[src/rtl/wrapper_keypad_ctrl_if.sv]
// rtl/wrapper_keypad_ctrl_if.sv - key/vsync inputs and debounced key event outputs of the keypad controller
interface wrapper_keypad_ctrl_if #(
   parameter int NKEYS = 4
);
   logic [NKEYS-1:0] keys;
   logic             vsync;
   logic [NKEYS-1:0] key_level;
   logic [NKEYS-1:0] key_press;
   logic [NKEYS-1:0] key_release;
   logic [NKEYS-1:0] key_frame;
   logic [NKEYS-1:0] key_rep;
   logic             frame_tick;

   modport master (
      output keys, vsync,
      input  key_level, key_press, key_release, key_frame, key_rep, frame_tick
   );

   modport slave (
      input  keys, vsync,
      output key_level, key_press, key_release, key_frame, key_rep, frame_tick
   );
endinterface

[src/rtl/wrapper_keypad_ctrl.sv]
// rtl/wrapper_keypad_ctrl.sv - keypad debouncer with edge pulses, per-frame latch and frame-based auto-repeat
module wrapper_keypad_ctrl #(
   parameter int NKEYS         = 4,
   parameter int DB_TICKS      = 50000,
   parameter int KEY_ACT_LOW   = 0,
   parameter int VSYNC_ACT_LOW = 1,
   parameter int REPEAT_DELAY  = 30,
   parameter int REPEAT_RATE   = 6
) (
   input  logic                  clk,
   input  logic                  reset,
   wrapper_keypad_ctrl_if.slave  kp
);
   typedef enum logic [1:0] {RPT_IDLE, RPT_DELAY, RPT_REPEAT} rpt_state_e;

   localparam logic [15:0]      DB_MAX   = 16'(DB_TICKS - 1);
   localparam logic [7:0]       DELAY_FR = 8'(REPEAT_DELAY);
   localparam logic [7:0]       RATE_FR  = 8'(REPEAT_RATE);
   localparam logic [NKEYS-1:0] KEY_POL  = (KEY_ACT_LOW != 0) ? {NKEYS{1'b1}} : {NKEYS{1'b0}};
   localparam logic             VS_POL   = (VSYNC_ACT_LOW != 0);

   logic [NKEYS-1:0] ksync1_q, ksync1_d, ksync2_q, ksync2_d;
   logic             vsync1_q, vsync1_d, vsync2_q, vsync2_d;
   logic             vact_prev_q, vact_prev_d;
   logic [NKEYS-1:0] stable_q, stable_d;
   logic [15:0]      db_cnt_q [NKEYS];
   logic [15:0]      db_cnt_d [NKEYS];
   rpt_state_e       rpt_state_q [NKEYS];
   rpt_state_e       rpt_state_d [NKEYS];
   logic [7:0]       rpt_cnt_q [NKEYS];
   logic [7:0]       rpt_cnt_d [NKEYS];
   logic [NKEYS-1:0] key_level_q, key_level_d;
   logic [NKEYS-1:0] key_press_q, key_press_d;
   logic [NKEYS-1:0] key_release_q, key_release_d;
   logic [NKEYS-1:0] key_frame_q, key_frame_d;
   logic [NKEYS-1:0] key_rep_q, key_rep_d;
   logic             frame_tick_q, frame_tick_d;

   logic [NKEYS-1:0] key_norm;
   logic             vact;
   logic [7:0]       rpt_cnt_inc;

   always_comb begin
      key_norm      = ksync2_q ^ KEY_POL;
      vact          = vsync2_q ^ VS_POL;
      rpt_cnt_inc   = '0;

      ksync1_d      = kp.keys;
      ksync2_d      = ksync1_q;
      vsync1_d      = kp.vsync;
      vsync2_d      = vsync1_q;
      vact_prev_d   = vact;

      frame_tick_d  = vact & ~vact_prev_q;
      key_level_d   = stable_q;
      key_press_d   = stable_q & ~key_level_q;
      key_release_d = ~stable_q & key_level_q;
      key_frame_d   = frame_tick_q ? key_level_q : key_frame_q;

      stable_d      = stable_q;
      key_rep_d     = '0;

      for (int i = 0; i < NKEYS; i++) begin
         db_cnt_d[i] = '0;
         if (key_norm[i] != stable_q[i]) begin
            if (db_cnt_q[i] == DB_MAX) begin
               stable_d[i] = key_norm[i];
            end else begin
               db_cnt_d[i] = db_cnt_q[i] + 16'd1;
            end
         end
      end

      // Release wins over a same-cycle frame tick; a tick arriving with the press is not counted.
      for (int i = 0; i < NKEYS; i++) begin
         rpt_state_d[i] = rpt_state_q[i];
         rpt_cnt_d[i]   = rpt_cnt_q[i];
         rpt_cnt_inc    = rpt_cnt_q[i] + 8'd1;
         if (key_release_d[i]) begin
            rpt_state_d[i] = RPT_IDLE;
            rpt_cnt_d[i]   = '0;
         end else begin
            case (rpt_state_q[i])
               RPT_IDLE: begin
                  if (key_press_d[i]) begin
                     rpt_state_d[i] = RPT_DELAY;
                     rpt_cnt_d[i]   = '0;
                     key_rep_d[i]   = 1'b1;
                  end
               end
               RPT_DELAY: begin
                  if (frame_tick_d) begin
                     if (rpt_cnt_inc == DELAY_FR) begin
                        rpt_state_d[i] = RPT_REPEAT;
                        rpt_cnt_d[i]   = '0;
                        key_rep_d[i]   = 1'b1;
                     end else begin
                        rpt_cnt_d[i]   = rpt_cnt_inc;
                     end
                  end
               end
               RPT_REPEAT: begin
                  if (frame_tick_d) begin
                     if (rpt_cnt_inc == RATE_FR) begin
                        rpt_cnt_d[i] = '0;
                        key_rep_d[i] = 1'b1;
                     end else begin
                        rpt_cnt_d[i] = rpt_cnt_inc;
                     end
                  end
               end
               default: begin
                  rpt_state_d[i] = RPT_IDLE;
                  rpt_cnt_d[i]   = '0;
               end
            endcase
         end
      end
   end

   // Previous vsync level resets to active so the cleared synchroniser cannot fake a frame edge.
   always_ff @(posedge clk) begin
      if (reset) begin
         ksync1_q      <= '0;
         ksync2_q      <= '0;
         vsync1_q      <= 1'b0;
         vsync2_q      <= 1'b0;
         vact_prev_q   <= 1'b1;
         stable_q      <= '0;
         key_level_q   <= '0;
         key_press_q   <= '0;
         key_release_q <= '0;
         key_frame_q   <= '0;
         key_rep_q     <= '0;
         frame_tick_q  <= 1'b0;
         for (int i = 0; i < NKEYS; i++) begin
            db_cnt_q[i]    <= '0;
            rpt_state_q[i] <= RPT_IDLE;
            rpt_cnt_q[i]   <= '0;
         end
      end else begin
         ksync1_q      <= ksync1_d;
         ksync2_q      <= ksync2_d;
         vsync1_q      <= vsync1_d;
         vsync2_q      <= vsync2_d;
         vact_prev_q   <= vact_prev_d;
         stable_q      <= stable_d;
         key_level_q   <= key_level_d;
         key_press_q   <= key_press_d;
         key_release_q <= key_release_d;
         key_frame_q   <= key_frame_d;
         key_rep_q     <= key_rep_d;
         frame_tick_q  <= frame_tick_d;
         for (int i = 0; i < NKEYS; i++) begin
            db_cnt_q[i]    <= db_cnt_d[i];
            rpt_state_q[i] <= rpt_state_d[i];
            rpt_cnt_q[i]   <= rpt_cnt_d[i];
         end
      end
   end

   assign kp.key_level   = key_level_q;
   assign kp.key_press   = key_press_q;
   assign kp.key_release = key_release_q;
   assign kp.key_frame   = key_frame_q;
   assign kp.key_rep     = key_rep_q;
   assign kp.frame_tick  = frame_tick_q;
endmodule

[src/flat_wrapper.sv]
// flat-port wrapper written by rule: the top's interface ports become plain ports
module wrapper_keypad_ctrl_flat 
#(
   parameter int NKEYS         = 4,
   parameter int DB_TICKS      = 50000,
   parameter int KEY_ACT_LOW   = 0,
   parameter int VSYNC_ACT_LOW = 1,
   parameter int REPEAT_DELAY  = 30,
   parameter int REPEAT_RATE   = 6
)
  (clk, reset, kp_keys, kp_vsync, kp_key_level, kp_key_press, kp_key_release, kp_key_frame, kp_key_rep, kp_frame_tick);
  wrapper_keypad_ctrl_if #(.NKEYS(NKEYS)) kp_i ();
  input  logic clk;
  input  logic reset;
  input wire logic [$bits(kp_i.keys)-1:0] kp_keys;
  input wire logic [$bits(kp_i.vsync)-1:0] kp_vsync;
  output wire logic [$bits(kp_i.key_level)-1:0] kp_key_level;
  output wire logic [$bits(kp_i.key_press)-1:0] kp_key_press;
  output wire logic [$bits(kp_i.key_release)-1:0] kp_key_release;
  output wire logic [$bits(kp_i.key_frame)-1:0] kp_key_frame;
  output wire logic [$bits(kp_i.key_rep)-1:0] kp_key_rep;
  output wire logic [$bits(kp_i.frame_tick)-1:0] kp_frame_tick;
  assign kp_i.keys = kp_keys;
  assign kp_i.vsync = kp_vsync;
  assign kp_key_level = kp_i.key_level;
  assign kp_key_press = kp_i.key_press;
  assign kp_key_release = kp_i.key_release;
  assign kp_key_frame = kp_i.key_frame;
  assign kp_key_rep = kp_i.key_rep;
  assign kp_frame_tick = kp_i.frame_tick;
  wrapper_keypad_ctrl #(.NKEYS(NKEYS), .DB_TICKS(DB_TICKS), .KEY_ACT_LOW(KEY_ACT_LOW), .VSYNC_ACT_LOW(VSYNC_ACT_LOW), .REPEAT_DELAY(REPEAT_DELAY), .REPEAT_RATE(REPEAT_RATE)) u_core (.clk(clk), .reset(reset), .kp(kp_i));
endmodule
[config.mk]
export PLATFORM = sky130hd
export DESIGN_NAME = wrapper_keypad_ctrl_flat
export DESIGN_NICKNAME = d
export VERILOG_FILES = /design/src/rtl/wrapper_keypad_ctrl_if.sv /design/src/rtl/wrapper_keypad_ctrl.sv /design/src/flat_wrapper.sv
export SDC_FILE = /design/constraint.sdc
export NUM_CORES = 1
export LEC_CHECK = 0
export ABC_AREA = 1
export ABC_CLOCK_PERIOD_IN_PS = 3600
export CORE_UTILIZATION = 50
export CTS_CLUSTER_DIAMETER = 40
export CTS_CLUSTER_SIZE = 16
export DETAILED_ROUTE_END_ITERATION = 6
export GPL_ROUTABILITY_DRIVEN = 0
export PLACE_DENSITY = 0.72
export SYNTH_ARGS = -nofsm -noshare
export SYNTH_HDL_FRONTEND = slang
export SYNTH_SLANG_ARGS = --single-unit
[constraint.sdc]
create_clock -name clk -period 3.6 [get_ports clk]
set_input_delay 0.54 -clock clk [delete_from_list [all_inputs] [get_ports clk]]
set_output_delay 0.54 -clock clk [all_outputs]
set_load 0.005 [all_outputs]
==> Flow_metrics.wiki, run 1 <==
{| class="wikitable"
! Metric !! Value
|-
| CP max FO || 31
|-
| Clock network fraction of total power || between 40% and 50%
|-
| Cell-internal power || 2.82 mW
|-
| Cts bufs inserted || 17
|-
| Layout-stage area growth over the synthesis result || 15.2%
|-
| Vias || between 6000 and 7000
|-
| Max Root-Sink Buffers || 2
|-
| Post-detailed-route DRC marker count || 0
|-
| Syn Nets || between 1000 and 1500
|-
| Final period utilization || between 50% and 60%
|-
| TritonCTS clock tree || yes
|-
| Area of the placeable core || roughly 14000 um^2
|-
| Met2 track demand over resource in global routing || around a third
|-
| Clk Tree Root Cell || clkbuf_16
|-
| Detailed placer's ending HPWL || 9.70 mm
|-
| Floorplan row count || 42
|-
| Worst supply voltage drop on vdd || ~300 uV
|-
| Number of library cell types mapped by synthesis || between 40 and 50
|-
| Period minus WS final || roughly 2.1 ns
|-
| Final worst clock skew || around 0.0086 ns
|-
| Critical path start-end classification || primary input to flop
|-
| Hold Startpoint || u_core.ksync1_q[3]$_SDFF_PP0_
|-
| Met3 usage in global routing || approximately 3.7%
|-
| Switching Fraction || 27.2%
|-
| Count of routing violations after the opening detailed-route iteration || 358
|-
| Antenna violations before repair || 0
|-
| Critical Path AT || 2.44 ns
|-
| Clock transition at the registers of the reported paths || approximately 0.060 ns
|-
| Chip height || approximately 120 um
|-
| Seq/Total Area, Yosys || roughly two fifths
|-
| Unrepaired setup endpoints after global routing || false
|-
| Total detailed-routing wirelength || ~13 mm
|-
| Mean Syn Cell Area || between 7 and 8 um^2
|-
| Met1 Use GR || between 20% and 30%
|-
| Starting Density || a little over half
|-
| Fill cell count || ~1200
|-
| Combinational share of power || roughly an eighth
|-
| GRT Max-Usage Layer || met2
|-
| Data required time of the critical path || ~4 ns
|-
| Final worst-path setup slack || roughly 1.5 ns
|-
| Vias per inst || about 5
|-
| Pre-CTS setup slack || 1.13 ns
|-
| # resized after CTS || 0
|-
| Max_slew headroom || ~58%
|-
| Top Ports || 28
|-
| Wire length of the first global-routing pass || roughly 24 mm
|-
| Post-synthesis instance area || around 7000 um^2
|-
| Worst-Skew Late Latency || about 0.42 ns
|-
| Antenna violation net count after detailed routing || 0
|-
| Vias in the first global route || between 5000 and 6000
|-
| Number of buffer cells added on primary ports || 27
|-
| Result of the run || finished, final reports clean
|-
| Setup TNS after final layout || 0 ns
|-
| X dimension of the die || 121 um
|-
| Reg power frac || about 41%
|-
| Crit path launch type || primary input
|-
| Highest Clock Rate || roughly 0.47 GHz
|-
| Hold Crit Class || flop to flop
|-
| Hold violation count in the final report || 0
|-
| Cell count after placement || 1190
|-
| Worst reg2reg path startpoint || u_core.db_cnt_q[1][0]$_SDFF_PP0_
|-
| Switching power summed over all nets || ~1.1 mW
|-
| Finished Layout Cells || roughly 1200
|-
| Max-cap violation count || 0
|-
| Antenna diodes || 0
|-
| Footprint of the multi-input gates || about 3600 um^2
|-
| Routed WL per cell || 11.0 um
|-
| Nets || between 1000 and 1500
|-
| Yosys reg bits || 140
|-
| Setup repair bufs after CTS || 0
|-
| Gate count of the mapped netlist || 994
|-
| Total global routing overflow || 0
|-
| Worst setup path start || reset
|-
| Power density over the cells || about 480 nW/um^2
|-
| Global-route total usage across every layer || between 20% and 30%
|-
| Synth Warn # || 0
|-
| Ratio of cells with drive above 1 in the final layout || between 10% and 20%
|-
| Maximum level of the CTS H-tree || 4
|-
| Worst reg2reg setup slack || 1.59 ns
|-
| Clock sink total || 140
|-
| Transition time at the pin with the least slew margin || approximately 0.63 ns
|-
| Area enclosed by the die boundary || between 10000 and 15000 um^2
|-
| Detailed-routing iteration count for the pre-antenna-repair pass || 6
|-
| Leak Pwr || a little under 3 nW
|-
| Register area || around 2800 um^2
|-
| Post-route core utilization || between 50% and 60%
|-
| Hold-fix buffers, CTS || 0
|-
| Type of element capturing the critical path || flop
|-
| Pin count of the biggest net entering global routing || 32
|-
| Final Max Slew Viols || 0
|-
| Total of endpoints with negative setup slack in the final report || 0
|}
[final timing paths]
check	end	cells after the start
max	u_core.db_cnt_q[1][4]$_SDFF_PP0_	7
min	u_core.key_norm[3]$_SDFF_PP0_	2
max reg2reg	u_core.db_cnt_q[1][4]$_SDFF_PP0_	6
min reg2reg	u_core.key_norm[3]$_SDFF_PP0_	2
[cells in the final DEF (no fill, tap or decap), drive strengths merged]
cell type,instances
nor4,9
a21oi,95
a31o,1
nand3b,8
or2,12
xnor2,5
clkinvlp,2
clkinv,8
or3,1
clkbuf,17
ha,28
nor2,139
nand2,239
dfxtp,140
nand4,24
nor3b,3
nand3,50
o21a,1
nor3,29
and2,1
o21ai,37
xor2,12
bufinv,3
a211oi,1
and3,1
o21bai,2
clkdlybuf4s50,27
o2111ai,3
inv,145
a22oi,1
buf,1
[layer usage]
metal / routed length (um) / part of all wire (%) / up-vias
li1: - / - / 3277
met1: 6670 / 49 / 2700
met2: 6160 / 46 / 95
met3: 430 / 3.2 / 22
met4: 232 / 1.7 / 0
met5: 0 / 0 / -
[Yosys cell counts (all sizes together)]
| cell | number | area [um^2] |
|---|---|---|
| a211oi | 1 | 7.51 |
| a21oi | 95 | 479 |
| a22oi | 1 | 7.51 |
| a31o | 1 | 8.76 |
| and2 | 1 | 6.26 |
| and3 | 1 | 6.26 |
| buf | 8 | 42.5 |
| clkinv | 4 | 15.0 |
| dfxtp | 140 | 2800 |
| ha | 28 | 350 |
| inv | 140 | 526 |
| nand2 | 239 | 937 |
| nand3 | 50 | 300 |
| nand3b | 8 | 60.1 |
| nand4 | 24 | 150 |
| nor2 | 139 | 587 |
| nor3 | 29 | 181 |
| nor3b | 3 | 22.5 |
| nor4 | 9 | 62.6 |
| o2111ai | 3 | 26.3 |
| o21a | 1 | 7.51 |
| o21ai | 37 | 204 |
| o21bai | 2 | 15.0 |
| or2 | 12 | 75.1 |
| or3 | 1 | 6.26 |
| xnor2 | 5 | 43.8 |
| xor2 | 12 | 105 |
[worst max-delay path, cell delays in order]
cell and delay, ns:
clkdlybuf4s50_1 0.39, buf_4 0.23, nor2_1 0.14, nand2_1 0.05, a21oi_1 0.50, inv_1 0.30
nor3b_1 0.27
[area by class of cell]
| type | count | share of cell area, % |
|---|---|---|
| multi-input combinational | 702 | 45.0 |
| clock inverter | 14 | 2.30 |
| clock buffer | 17 | 5.25 |
| tap | 176 | 2.72 |
| timing repair buffer | 28 | 3.43 |
| sequential | 140 | 34.6 |
| inverter | 144 | 6.67 |
[logic make-up (layout without fill, tap and decap cells)]
family	after synthesis	count (layout)	synth area share (%)
AND/OR/NAND/NOR	516	516	34.0
adder cells (fa/ha/maj)	28	28	4.98
AO/OA/AOI/OAI	141	141	10.7
flip-flops	140	140	39.8
XOR/XNOR	17	17	2.12
buffers and inverters	152	203	8.29
[stage by stage]
step	hold slack [ns]	power, mW	cell area (um^2)
after global routing	0.423	4.06	8100
after global placement	0.396	2.10	7490
after floorplan	0.388	2.00	7040
final	0.402	3.88	8100
after detailed placement	0.399	2.10	7490
after CTS	0.405	3.91	8100
[power groups by stage]
stage	Sequential [mW]	Combinational, mW	Clock [mW]
global placement	1.64	0.459	0
finish	1.61	0.465	1.81
floorplan	1.63	0.362	0
CTS	1.61	0.466	1.84
detailed placement	1.64	0.462	0
global route	1.61	0.547	1.90
[flip-flops by register name, summed over array words and instances (netlist names)]
register and count:
u_core.db_cnt_q 64, u_core.key_level_d 4, u_core.key_norm 4, u_core.kp.frame_tick 1
u_core.kp.key_frame 4, u_core.kp.key_level 4, u_core.kp.key_press 4, u_core.kp.key_release 4
u_core.kp.key_rep 4, u_core.ksync1_q 4, u_core.rpt_cnt_q 32, u_core.rpt_state_q 8
u_core.vact_prev_q 1, u_core.vsync1_q 1, u_core.vsync2_q 1
No activity file was read; power rests on OpenSTA's default activity.
==> run 2: changes to the inputs <==
ABC_CLOCK_PERIOD_IN_PS = 1880   (was 3600)
PLACE_DENSITY = 0.74   (was 0.72)
clock period = 1.88 ns   (was 3.6 ns; I/O delays follow)
==> Flow_metrics.wiki, run 2 (synthesis gave the netlist of run 1 again) <==
{| class="wikitable"
! Metric !! Value
|-
| Layout-stage area growth over the synthesis result || 17.7% (was 15.2%)
|-
| Vias per inst || 4.97 (was 4.99)
|-
| Cts bufs inserted || 17 (unchanged)
|-
| Antenna violations before repair || 0 (unchanged)
|-
| Max Root-Sink Buffers || 2 (unchanged)
|-
| Largest register by flop count || u_core.db_cnt_q (unchanged)
|-
| Top Ports || 28 (unchanged)
|-
| Cell type group with the largest total delay on the critical path || simple AND/OR/NAND/NOR gates (was buffers and inverters)
|-
| Register area || 2810 um^2 (was 2800 um^2)
|-
| Total detailed-routing wirelength || 14.1 mm (was 13.5 mm)
|-
| Total global routing overflow || 0 (unchanged)
|-
| Cell-internal power || 5.33 mW (was 2.82 mW)
|-
| Vias || 6193 (was 6094)
|-
| Worst reg2reg path startpoint || u_core.db_cnt_q[1][0]$_SDFF_PP0_ (unchanged)
|-
| Max-cap violation count || 0 (unchanged)
|-
| Leading cell type in the layout, fill and taps excluded || nand2_1 (unchanged)
|-
| Vias in the first global route || 5890 (was 5444)
|-
| Combinational share of power || 13.3% (was 12.0%)
|-
| Maximum level of the CTS H-tree || 4 (unchanged)
|-
| Nets || 1091 (was 1068)
|-
| Critical path buffer and inverter count || 0 (was 3)
|-
| Worst Hold End || u_core.ksync1_q[2]$_SDFF_PP0_ (was u_core.key_norm[3]$_SDFF_PP0_)
|-
| Highest Clock Rate || approximately 0.6 GHz
|-
| Cell depth of the worst min-delay path || 3 (was 2)
|-
| Crit path launch type || flop (was primary input)
|-
| FF-to-FF path depth || 9 (was 6)
|-
| Detailed-routing iteration count for the pre-antenna-repair pass || 5 (was 6)
|-
| Area of the placeable core || 13500 um^2 (unchanged)
|-
| Max reg flops || 64 (unchanged)
|-
| Switching Fraction || 27.2% (about the same)
|-
| Final worst clock skew || 0.00505 ns (was 0.00864 ns)
|-
| Finished Layout Cells || 1245 (was 1221)
|-
| Reg power frac || 42.0% (was 41.4%)
|-
| Setup TNS after final layout || 0 ns (unchanged)
|-
| Hold Crit Class || primary input to flop (was flop to flop)
|-
| Detailed placer's ending HPWL || 10.4 mm (was 9.70 mm)
|-
| Chip height || 121 um (unchanged)
|-
| TritonCTS clock tree || yes (unchanged)
|-
| Transition time at the pin with the least slew margin || 0.495 ns (was 0.634 ns)
|-
| X dimension of the die || 121 um (unchanged)
|-
| Total of endpoints with negative setup slack in the final report || 0 (unchanged)
|-
| Final Max Slew Viols || 0 (unchanged)
|-
| Routed WL per cell || 11.3 um (was 11.0 um)
|-
| Period minus WS final || 1.71 ns
|-
| Switching power summed over all nets || 1.99 mW (was 1.05 mW)
|-
| Pin count of the biggest net entering global routing || 17 (was 32)
|-
| Floorplan row count || 42 (unchanged)
|-
| Data required time of the critical path || 2.19 ns (was 3.93 ns)
|-
| Largest registers in the final layout || u_core.db_cnt_q x64, u_core.rpt_cnt_q x32, u_core.rpt_state_q x8 (unchanged)
|-
| Worst path cell trace || ha_1 -> nand3_1 -> nor2_2 -> nand2_1 -> nor3_4 -> and2_1 -> nand2_1 -> o21ai_1 -> a21oi_1 (was clkdlybuf4s50_1 -> buf_4 -> nor2_1 -> nand2_1 -> a21oi_1 -> inv_1 -> nor3b_1)
|-
| Clk Tree Root Cell || clkbuf_16 (unchanged)
|-
| Type of element capturing the critical path || flop (unchanged)
|-
| Number of buffer cells added on primary ports || 27 (unchanged)
|-
| CP max FO || 4 (was 31)
|-
| Final period utilization || between 90% and 100%
|-
| Maximum cell stage delay along the critical path || 0.37 ns (was 0.50 ns)
|-
| Hold Startpoint || kp_keys[2] (was u_core.ksync1_q[3]$_SDFF_PP0_)
|-
| Worst setup path start || u_core.db_cnt_q[1][0]$_SDFF_PP0_ (was reset)
|-
| Fill cell count || 1220 (was 1229)
|-
| Worst-Skew Late Latency || 0.42 ns (about the same)
|-
| Count of routing violations after the opening detailed-route iteration || 270 (was 358)
|-
| Clock network fraction of total power || 44.6% (was 46.6%)
|-
| Post-route core utilization || 61.3% (was 60.0%)
|-
| Area enclosed by the die boundary || 14500 um^2 (unchanged)
|-
| Clock transition at the registers of the reported paths || 0.06 ns (about the same)
|-
| Ratio of cells with drive above 1 in the final layout || 13.1% (was 10.0%)
|-
| Footprint of the multi-input gates || 3680 um^2 (was 3650 um^2)
|-
| Critical Path AT || 2.02 ns (was 2.44 ns)
|-
| Global-route total usage across every layer || 21.1% (was 20.4%)
|-
| Commonest non-fill, non-tap cells in the layout || 223 x nand2_1, 138 x dfxtp_1, 131 x inv_1 (was 225 x nand2_1, 140 x dfxtp_1, 132 x inv_1)
|-
| Result of the run || finished, final reports clean (unchanged)
|-
| RR Endpoint || u_core.db_cnt_q[1][10]$_SDFF_PP0_ (was u_core.db_cnt_q[1][4]$_SDFF_PP0_)
|-
| Worst supply voltage drop on vdd || 622 uV (was 296 uV)
|-
| Starting Density || 52.1% (unchanged)
|-
| Worst reg2reg setup slack || 0.17 ns (was 1.59 ns)
|-
| Unrepaired setup endpoints after global routing || false (unchanged)
|-
| Max_slew headroom || 66.7% (was 57.6%)
|-
| Post-detailed-route DRC marker count || 0 (unchanged)
|-
| Wire length of the first global-routing pass || 24.9 mm (was 23.9 mm)
|-
| Leak Pwr || 3.05 nW (was 2.94 nW)
|-
| Setup repair bufs after CTS || 0 (unchanged)
|-
| Worst hold-check slack || 0.380 ns (was 0.402 ns)
|-
| Most common cell type on the critical path || nand2_1
|-
| Critical path start-end classification || flop to flop (was primary input to flop)
|-
| Slowest library cell on the worst path || dfxtp_1 (was a21oi_1)
|-
| Cell count after placement || 1213 (was 1190)
|-
| Antenna violation net count after detailed routing || 0 (unchanged)
|-
| Power density over the cells || 884 nW/um^2 (was 478 nW/um^2)
|-
| Clock sink total || 140 (unchanged)
|-
| Antenna diodes || 0 (unchanged)
|-
| Hold violation count in the final report || 0 (unchanged)
|}
## run 2: power groups by stage
stage	Combinational, mW	Clock [mW]	Sequential (mW)
CTS	0.960	3.34	3.08
floorplan	0.693	0	3.13
detailed placement	0.940	0	3.14
global placement	0.922	0	3.14
finish	0.976	3.27	3.08
global route	1.11	3.48	3.08
## run 2: cell type report
class | instances | share of cell area [%]
repair buffers | 51 | 5.44
clock buffers | 18 | 5.30
inverters | 144 | 6.53
flip-flops and latches | 140 | 33.9
clock inverters | 14 | 1.78
multi-input cells | 702 | 44.4
well taps | 176 | 2.66
## run 2: worst max-delay path by stage
stage	endpoint	slack, ns	cells past startpoint
floorplan	u_core.rpt_cnt_q[0][7]$_SDFFE_PP0P_	0.32	9
global placement	u_core.db_cnt_q[1][4]$_SDFF_PP0_	0.15	7
detailed placement	u_core.kp.key_rep[0]$_SDFF_PP0_	0.12	6
CTS	u_core.db_cnt_q[1][10]$_SDFF_PP0_	0.13	9
global route	u_core.rpt_cnt_q[2][1]$_SDFFE_PP0P_	0.007	10
finish	u_core.db_cnt_q[1][10]$_SDFF_PP0_	0.17	9
## run 2: stage by stage
step	setup WS, ns	power, mW	instance area [um^2]
after floorplan	0.315	3.82	7040
after global placement	0.145	4.06	7660
after detailed placement	0.116	4.08	7660
after CTS	0.126	7.38	8250
after global routing	0.00748	7.67	8280
final	0.165	7.32	8280
## run 2: layer usage
metal / share of wire [%] / GRT usage (%) / vias to the layer above
met3: 3.5 / 4.95 / 14
met4: 1.2 / 7.33 / 0
li1: - / - / 3326
met5: 0 / 0 / -
met2: 48 / 36.7 / 92
met1: 48 / 25.4 / 2761
## run 2: worst register-to-register path: stages, from the launching register on
cell and delay (ns):
dfxtp_1 0.37, ha_1 0.21, nand3_1 0.15, nor2_2 0.14
nand2_1 0.12, nor3_4 0.20, and2_1 0.18, nand2_1 0.07
o21ai_1 0.12, a21oi_1 0.05
## run 2: what timing repair did
action	CTS	global route
hold buffers	0	0
gates resized for setup	0	12
setup endpoints to repair	0	32
